**config.mk**
```make
export PLATFORM = sky130hd
export DESIGN_NAME = uart_alu_ctrl
export DESIGN_NICKNAME = d
export VERILOG_FILES = /design/src/rtl/uart_alu_ctrl.sv
export SDC_FILE = /design/constraint.sdc
export NUM_CORES = 1
export LEC_CHECK = 0
export CORE_MARGIN = 3
export CORE_UTILIZATION = 37
export CTS_CLUSTER_SIZE = 20
export DETAILED_ROUTE_END_ITERATION = 10
export PLACE_DENSITY_LB_ADDON = 0.25
export SKIP_CTS_REPAIR_TIMING = 1
export SKIP_LAST_GASP = 1
export SLEW_MARGIN = 20
export SYNTH_ARGS = -nofsm -noshare
export SYNTH_HDL_FRONTEND = slang
export SYNTH_SLANG_ARGS = --single-unit
```
**constraint.sdc**
```tcl
create_clock -name clk -period 1.6 [get_ports clk]
set_input_delay 0.32 -clock clk [delete_from_list [all_inputs] [get_ports clk]]
set_output_delay 0.32 -clock clk [all_outputs]
set_load 0.01 [all_outputs]
```
**src/rtl/uart_alu_ctrl.sv**
```systemverilog
// uart_alu_ctrl: collects A, B and opcode from RX, freezes the ALU result and sends it over TX.
// Define UART_ALU_CTRL_TIMEOUT_EN to abandon partial frames after TIMEOUT_CYCLES idle cycles.
module uart_alu_ctrl #(
    parameter int NBIT_DATA_LEN  = 8,
    parameter int NBIT_OP_LEN    = 6,
    parameter int RESULT_BYTES   = 1,
    parameter int TIMEOUT_CYCLES = 1000000
) (
    input  logic                                    clk,
    input  logic                                    rst_n,
    input  logic                                    rx_done_tick,
    input  logic [NBIT_DATA_LEN-1:0]                rx_data_in,
    input  logic [NBIT_DATA_LEN*RESULT_BYTES-1:0]   alu_result,
    input  logic                                    tx_done_tick,
    output logic [NBIT_DATA_LEN-1:0]                A,
    output logic [NBIT_DATA_LEN-1:0]                B,
    output logic [NBIT_OP_LEN-1:0]                  Op,
    output logic                                    tx_start,
    output logic [NBIT_DATA_LEN-1:0]                tx_data,
    output logic                                    busy,
    output logic                                    overrun,
    output logic                                    timeout
);
    localparam int RW = NBIT_DATA_LEN * RESULT_BYTES;
    localparam int IW = (RESULT_BYTES > 1) ? $clog2(RESULT_BYTES) : 1;

    if (NBIT_OP_LEN > NBIT_DATA_LEN || RESULT_BYTES < 1 || RESULT_BYTES > 4 || TIMEOUT_CYCLES < 2) begin : g_bad_params
        $error("uart_alu_ctrl: invalid parameter combination");
    end

    typedef enum logic [2:0] {WAIT_A, WAIT_B, WAIT_OP, EXEC, SEND, WAIT_TX} state_t;

    state_t                     state_q, state_d;
    logic [NBIT_DATA_LEN-1:0]   a_q, a_d, b_q, b_d, tx_data_q, tx_data_d;
    logic [NBIT_OP_LEN-1:0]     op_q, op_d;
    logic [RW-1:0]              res_q, res_d;
    logic [IW-1:0]              idx_q, idx_d;
    logic                       tx_start_q, tx_start_d, busy_q, busy_d, overrun_q, overrun_d;
`ifdef UART_ALU_CTRL_TIMEOUT_EN
    localparam int CW = $clog2(TIMEOUT_CYCLES);
    logic [CW-1:0]              cnt_q, cnt_d;
    logic                       timeout_q, timeout_d;
`endif

    always_comb begin
        state_d   = state_q;
        a_d       = a_q;
        b_d       = b_q;
        op_d      = op_q;
        res_d     = res_q;
        idx_d     = idx_q;
        overrun_d = overrun_q;
        case (state_q)
            WAIT_A:  if (rx_done_tick) begin
                a_d       = rx_data_in;
                overrun_d = 1'b0;
                state_d   = WAIT_B;
            end
            WAIT_B:  if (rx_done_tick) begin
                b_d     = rx_data_in;
                state_d = WAIT_OP;
            end
            WAIT_OP: if (rx_done_tick) begin
                op_d    = rx_data_in[NBIT_OP_LEN-1:0];
                state_d = EXEC;
            end
            EXEC: begin
                res_d   = alu_result;
                idx_d   = '0;
                state_d = SEND;
            end
            SEND:    state_d = WAIT_TX;
            WAIT_TX: if (tx_done_tick) begin
                state_d = (idx_q == IW'(RESULT_BYTES - 1)) ? WAIT_A : SEND;
                idx_d   = (idx_q == IW'(RESULT_BYTES - 1)) ? idx_q : idx_q + 1'b1;
            end
            default: state_d = WAIT_A;
        endcase
        // Bytes arriving while the result is being handled are dropped, not queued.
        if (rx_done_tick && (state_q inside {EXEC, SEND, WAIT_TX}))
            overrun_d = 1'b1;
`ifdef UART_ALU_CTRL_TIMEOUT_EN
        cnt_d     = '0;
        timeout_d = 1'b0;
        if ((state_q == WAIT_B || state_q == WAIT_OP) && !rx_done_tick) begin
            if (cnt_q == CW'(TIMEOUT_CYCLES - 1)) begin
                state_d   = WAIT_A;
                timeout_d = 1'b1;
            end else begin
                cnt_d = cnt_q + 1'b1;
            end
        end
`endif
        tx_start_d = (state_d == SEND);
        busy_d     = (state_d inside {EXEC, SEND, WAIT_TX});
        tx_data_d  = (state_d == SEND) ? res_d[int'(idx_d)*NBIT_DATA_LEN +: NBIT_DATA_LEN] : tx_data_q;
    end

    always_ff @(posedge clk or negedge rst_n) begin
        if (!rst_n) begin
            state_q    <= WAIT_A;
            a_q        <= '0;
            b_q        <= '0;
            op_q       <= '0;
            res_q      <= '0;
            idx_q      <= '0;
            tx_data_q  <= '0;
            tx_start_q <= 1'b0;
            busy_q     <= 1'b0;
            overrun_q  <= 1'b0;
`ifdef UART_ALU_CTRL_TIMEOUT_EN
            cnt_q      <= '0;
            timeout_q  <= 1'b0;
`endif
        end else begin
            state_q    <= state_d;
            a_q        <= a_d;
            b_q        <= b_d;
            op_q       <= op_d;
            res_q      <= res_d;
            idx_q      <= idx_d;
            tx_data_q  <= tx_data_d;
            tx_start_q <= tx_start_d;
            busy_q     <= busy_d;
            overrun_q  <= overrun_d;
`ifdef UART_ALU_CTRL_TIMEOUT_EN
            cnt_q      <= cnt_d;
            timeout_q  <= timeout_d;
`endif
        end
    end

    assign A        = a_q;
    assign B        = b_q;
    assign Op       = op_q;
    assign tx_start = tx_start_q;
    assign tx_data  = tx_data_q;
    assign busy     = busy_q;
    assign overrun  = overrun_q;
`ifdef UART_ALU_CTRL_TIMEOUT_EN
    assign timeout  = timeout_q;
`else
    assign timeout  = 1'b0;
`endif
endmodule
```
==> flow_summary.yaml, run 1 <==
run_status:
  status: "finished, final reports clean"
logic_synthesis:
  synth_area_leaders: "dfrtp_1 (62%), mux2_2 (19%), mux2_4 (6.6%)"
  synth_area_sq_um: 1820
  syn_area_per_cell_sq_um: 15.6
  synth-compound-area-share: 0.0453
  synth_top_family_by_area: "multiplexers"
  synth-edff-count: 0
  syn-num-nets: 137
  synth_top_area_frac: 0.618
  ys_warn_count: 0
  synth_common_cells: "dfrtp_1 (45), mux2_2 (30), mux2_4 (8)"
  synth_fa_ha_area_frac: 0
  synth_cells: 117
  yosysMostFrequentCell: "dfrtp_1"
  async_flop_share: 1.00
  yosys.area_share.simple: 0.0632
  synthMuxAreaShare: 0.251
  synthFlopType: "dfrtp_1"
  synthXorXnorAreaFrac: 0
  ys_ff_latch: 45
  ys_types: 29
  yosys.area.top_type: "dfrtp_1"
  seq_area_frac_synth: 0.618
worst_hold_path:
  hold_class: "reg2reg"
route:
  first_pass_iters: 4
  drtIter0Drc: 41
  wl_per_cell_um: 14.9
  viasPerCell: 4.70
  vias: 1185
  routed_wl_mm: 3.75
  drc: 0
  final_antenna_net_count: 0
global_routing:
  grt_pass1_wl_mm: 6.40
  grt_max_degree: 22
  met3_usage: 0.0579
  grt_pass1_vias: 1247
  overflow: 0
  grt.met1_usage: 0.175
  grt.total_usage: 0.140
  antenna_found_initial: 0
  use_met2: 0.219
  busiest_layer: "met2"
placed_design:
  port_buffers: 52
  dp_hpwl_mm: 2.71
  gp_congestion: 0.741
clocking:
  h-tree-depth: 2
  cts_tree: "built"
  clk_path_buf_depth: 2
  clock_sinks: 45
  path_clk_slew_ns: 0.08
  insertion_delay_ns: 0.30
  cts_buffers: 5
  clock_tree.root_cell: "clkbuf_8"
worst_setup_path:
  path_cells: "clkdlybuf4s50_1"
  critPathLaunchType: "flop"
  crit_path_end_kind: "output port"
  cpPeakStageDelay_ns: 0.55
  worstSetupPathType: "reg2out"
  cp_top_family: "buffers and inverters"
  crit_buf_inv: 1
  crit_path_max_fanout: 3
  required_ns: 1.28
  cp_data_arrival_time_ns: 1.21
  cp_slowest_cell: "clkdlybuf4s50_1"
timing:
  post-route-min-period_ns: 1.53
  final-hold-violation-count: 0
  period_share: 0.959
  setup_viol_count_final: 0
  max_freq_ghz: 0.652
  clock_skew_ns: 0.00613
  maxSlewViolCount: 0
  rsz0062_at_grt: "no"
floorplanning:
  die_w_um: 76.2
  core_area_sq_um: 4560
  die_area_sq_um: 5800
  rows: 24
  die_h_um: 76.2
  start_util: 0.399
  io_pins: 54
final_layout:
  layout-drive-gt1-share: 0.348
  antenna_cells: 0
  n_fill_cell: 392
  area_growth_pct: 45.6
  fin_util: 0.581
  nNetsFinal: 206
power_and_ir_drop:
  p_int_uw: 3750
  switching_share: 0.299
  clkPwrFrac: 0.142
  p_total_uw: 5340
  p_switching_uw: 1590
  leakage_uw: 0.00115
  irDropWorstVdd_v: 0.000910
  seq_power_share: 0.373
  pwr-share-comb: 0.485
  p_per_area_nw_per_um2: 2010
run:
  maxCapViolations: 0
## logic make-up after synthesis
| family | after synthesis |
|---|---|
| AO/OA/AOI/OAI | 11 |
| buffers and inverters | 6 |
| flip-flops | 45 |
| multiplexers | 38 |
| other | 1 |
| AND/OR/NAND/NOR | 16 |
## final cells by class
type | instances | area [sq um] | area share
Tap cell | 65 | 81.3 | 0.0307
Sequential cell | 45 | 1130 | 0.425
Multi-Input combinational cell | 66 | 659 | 0.249
Clock inverter | 1 | 5.00 | 0.00189
Inverter | 2 | 7.51 | 0.00283
Clock buffer | 7 | 96.3 | 0.0363
Timing Repair Buffer | 66 | 677 | 0.255
## worst paths after layout
kind / start / to / slack [ns] / cells past startpoint
setup / recovery: overrun / overrun / 0.07 / 1
hold / removal: res_q[2] / res_q[2] / 0.49 / 1
setup reg to reg: state_q[2] / tx_data[6] / 0.07 / 5
hold reg to reg: res_q[2] / res_q[2] / 0.49 / 1
max in group asynchronous: rst_n / state_q[0] / 0.63 / 3
min in group asynchronous: rst_n / Op[4] / 0.50 / 2
## layer usage
layer,vias to the layer above,share of wire
met5,-,0
met3,6,0.072
li1,547,-
met1,587,0.44
met2,45,0.47
met4,0,0.015
## flip-flops by register name (all words and copies together) (netlist names)
register	count
tx_start	1
idx_q	1
state_q	3
overrun	1
res_q	8
busy	1
B	8
tx_data	8
A	8
Op	6
## power groups by stage
| stage | clock (uW) | combinational (uW) | sequential [uW] |
|---|---|---|---|
| 6_report | 756 | 2590 | 1990 |
| 5_1_grt | 845 | 2770 | 2070 |
| 4_1_cts | 791 | 2620 | 2000 |
| 3_5_place_dp | 0 | 2600 | 2010 |
| 3_3_place_gp | 0 | 2550 | 1990 |
| 2_1_floorplan | 0 | 1100 | 2190 |
## placed cells by master, fill, tap and decap left out, types with 2 or more instances in the layout
| cell type | count |
|---|---|
| clkdlybuf4s50_1 | 51 |
| inv_1 | 2 |
| a21oi_1 | 3 |
| buf_12 | 4 |
| dfrtp_1 | 45 |
| mux2_4 | 8 |
| clkbuf_8 | 7 |
| buf_4 | 8 |
| nand2b_1 | 3 |
| o21ai_0 | 2 |
| nand2_1 | 2 |
| mux2_2 | 30 |
## through the flow
stage	cells	cell area [sq um]	hold WS [ns]	worst slack [ns]	TNS, ns
4_1_cts	251	2640	-0.0440	0.0459	0
3_3_place_gp	243	2540	0.272	-0.202	-5.19
5_1_grt	252	2650	0.510	0.000642	0
3_5_place_dp	243	2540	0.285	-0.238	-5.77
2_1_floorplan	117	1820	0.0244	0.156	0
6_report	252	2650	0.495	0.0656	0
(Power assumes the default switching activity.)
==> run 2: changes to the inputs <==
--- a/config.mk
+++ b/config.mk
@@ -6,13 +6,13 @@
 export NUM_CORES = 1
 export LEC_CHECK = 0
 export CORE_MARGIN = 3
-export CORE_UTILIZATION = 37
+export CORE_UTILIZATION = 45
 export CTS_CLUSTER_SIZE = 20
 export DETAILED_ROUTE_END_ITERATION = 10
 export PLACE_DENSITY_LB_ADDON = 0.25
 export SKIP_CTS_REPAIR_TIMING = 1
 export SKIP_LAST_GASP = 1
-export SLEW_MARGIN = 20
+export SLEW_MARGIN = 15
 export SYNTH_ARGS = -nofsm -noshare
 export SYNTH_HDL_FRONTEND = slang
 export SYNTH_SLANG_ARGS = --single-unit
==> run 2 against run 1 <==
Net effect:
- total power grew 0.14%
- via count shrank 1.8%
- first-iteration DRC count shrank 2.4%
- global-route usage grew 2.6 points
==> flow_summary.yaml, run 2 (same netlist as run 1, synthesis figures left out) <==
run_status:
  status: "finished, final reports clean"
worst_setup_path:
  worstSetupPathType: "in2reg"
  cp_top_family: "buffers and inverters"
  rrSetupSlack_ns: 0.07
  path_cells: "clkdlybuf4s50_1 -> nor2b_2 -> and3_1 -> buf_4 -> mux2_2"
  crit_start: "rx_done_tick"
  crit_path_end_kind: "flop"
  crit_path_max_fanout: 8
  r2r-start: "state_q[2]"
  rr_endpoint: "tx_data[1]"
  required_ns: 1.78
  cp_data_arrival_time_ns: 1.72
  cpPeakStageDelay_ns: 0.53
  cp_slowest_cell: "clkdlybuf4s50_1"
  critPathLaunchType: "input pin"
  crit_buf_inv: 2
  rr_worst_depth: 4
route:
  drc: 0
  wl_per_cell_um: 15.4
  viasPerCell: 4.93
  vias: 1164
  routed_wl_mm: 3.63
  first_pass_iters: 2
  final_antenna_net_count: 0
  drtIter0Drc: 40
clocking:
  cts_buffers: 5
  cts_tree: "built"
  h-tree-depth: 2
  insertion_delay_ns: 0.30
  clock_sinks: 45
  clock_tree.root_cell: "clkbuf_8"
  clk_path_buf_depth: 2
  path_clk_slew_ns: 0.08
floorplanning:
  core_area_sq_um: 3770
  io_pins: 54
  die_w_um: 69.6
  rows: 22
  die_h_um: 69.6
  die_area_sq_um: 4850
  start_util: 0.483
power_and_ir_drop:
  p_int_uw: 3760
  p_switching_uw: 1590
  irDropWorstVdd_v: 0.00109
  seq_power_share: 0.375
  p_per_area_nw_per_um2: 2030
  clkPwrFrac: 0.138
  pwr-share-comb: 0.487
  leakage_uw: 0.00115
  switching_share: 0.298
final_layout:
  ff_latch_area_sq_um: 1130
  layout_commonest_cell: "clkdlybuf4s50_1"
  fin_util: 0.697
  n_fill_cell: 276
  antenna_cells: 0
  multiInputGateArea_sq_um: 662
  nNetsFinal: 207
  final_cell_mix: "clkdlybuf4s50_1 (51), dfrtp_1 (44), mux2_2 (30)"
  area_growth_pct: 44.4
  layout-drive-gt1-share: 0.362
timing:
  period_share: 0.961
  clock_skew_ns: 0.00651
  post-route-min-period_ns: 1.54
  rsz0062_at_grt: "no"
  finalWorstSetupSlack_ns: 0.0626
  maxSlewViolCount: 0
  setup_viol_count_final: 0
  max_freq_ghz: 0.650
  final-hold-violation-count: 0
  tns_ns: 0
placed_design:
  dp_hpwl_mm: 2.68
  port_buffers: 52
  gp_congestion: 0.785
  dpl_worst_slack_ns: -0.261
global_routing:
  grt_pass1_vias: 1302
  overflow: 0
  grt.total_usage: 0.166
  grt_max_degree: 27
  antenna_found_initial: 0
  grt_pass1_wl_mm: 6.28
run:
  maxCapViolations: 0
worst_hold_path:
  hold_class: "in2async"
## run 2: changes by cell type in the layout (fill, tap and decap cells not counted)
cell | previous run | this run
nor2b_1 | 1 | 0
buf_4 | 8 | 10
dfrtp_1 | 45 | 44
nor2b_2 | 0 | 1
buf_12 | 4 | 3
dfrtp_2 | 0 | 1
## run 2: layout make-up
cell class                 count  area share
multi-input combinational     66       0.252
sequential                    45       0.429
inverter                       2     0.00285
clock buffer                   7      0.0366
timing repair buffer          67       0.255
clock inverter                 1     0.00190
tap                           48      0.0228
## run 2: worst max-delay path by stage
| stage | endpoint | slack, ns | cells past startpoint |
|---|---|---|---|
| after detailed placement | B[2] | -0.26 | 5 |
| after global routing | Op[1] | 0.01 | 1 |
| final | B[2] | 0.06 | 5 |
| after global placement | B[3] | -0.18 | 5 |
| after floorplan | tx_data[0] | 0.16 | 3 |
| after CTS | tx_data[1] | -0.001 | 4 |
## run 2: layer usage
| metal | track usage | up-vias | wire length, um |
|---|---|---|---|
| met5 | 0 | - | 0 |
| met4 | 0.0766 | 0 | 57 |
| met3 | 0.0536 | 5 | 276 |
| met2 | 0.265 | 40 | 1760 |
| met1 | 0.205 | 570 | 1530 |
| li1 | - | 549 | - |
## run 2: power groups by stage
stage          registers [uW]  logic [uW]  clock network [uW]
2_1_floorplan            2190        1100                   0
3_3_place_gp             1990        2510                   0
3_5_place_dp             2020        2580                   0
4_1_cts                  2010        2600                 773
5_1_grt                  2080        2800                 808
6_report                 2000        2600                 740
## run 2: through the flow
step | instance area, sq um | instances | total power (uW) | hold WS [ns]
floorplan | 1820 | 117 | 3280 | 0.0244
global placement | 2500 | 225 | 4500 | 0.287
detailed placement | 2500 | 225 | 4600 | 0.292
CTS | 2600 | 233 | 5390 | -0.0356
global route | 2630 | 236 | 5690 | 0.515
finish | 2630 | 236 | 5350 | 0.495
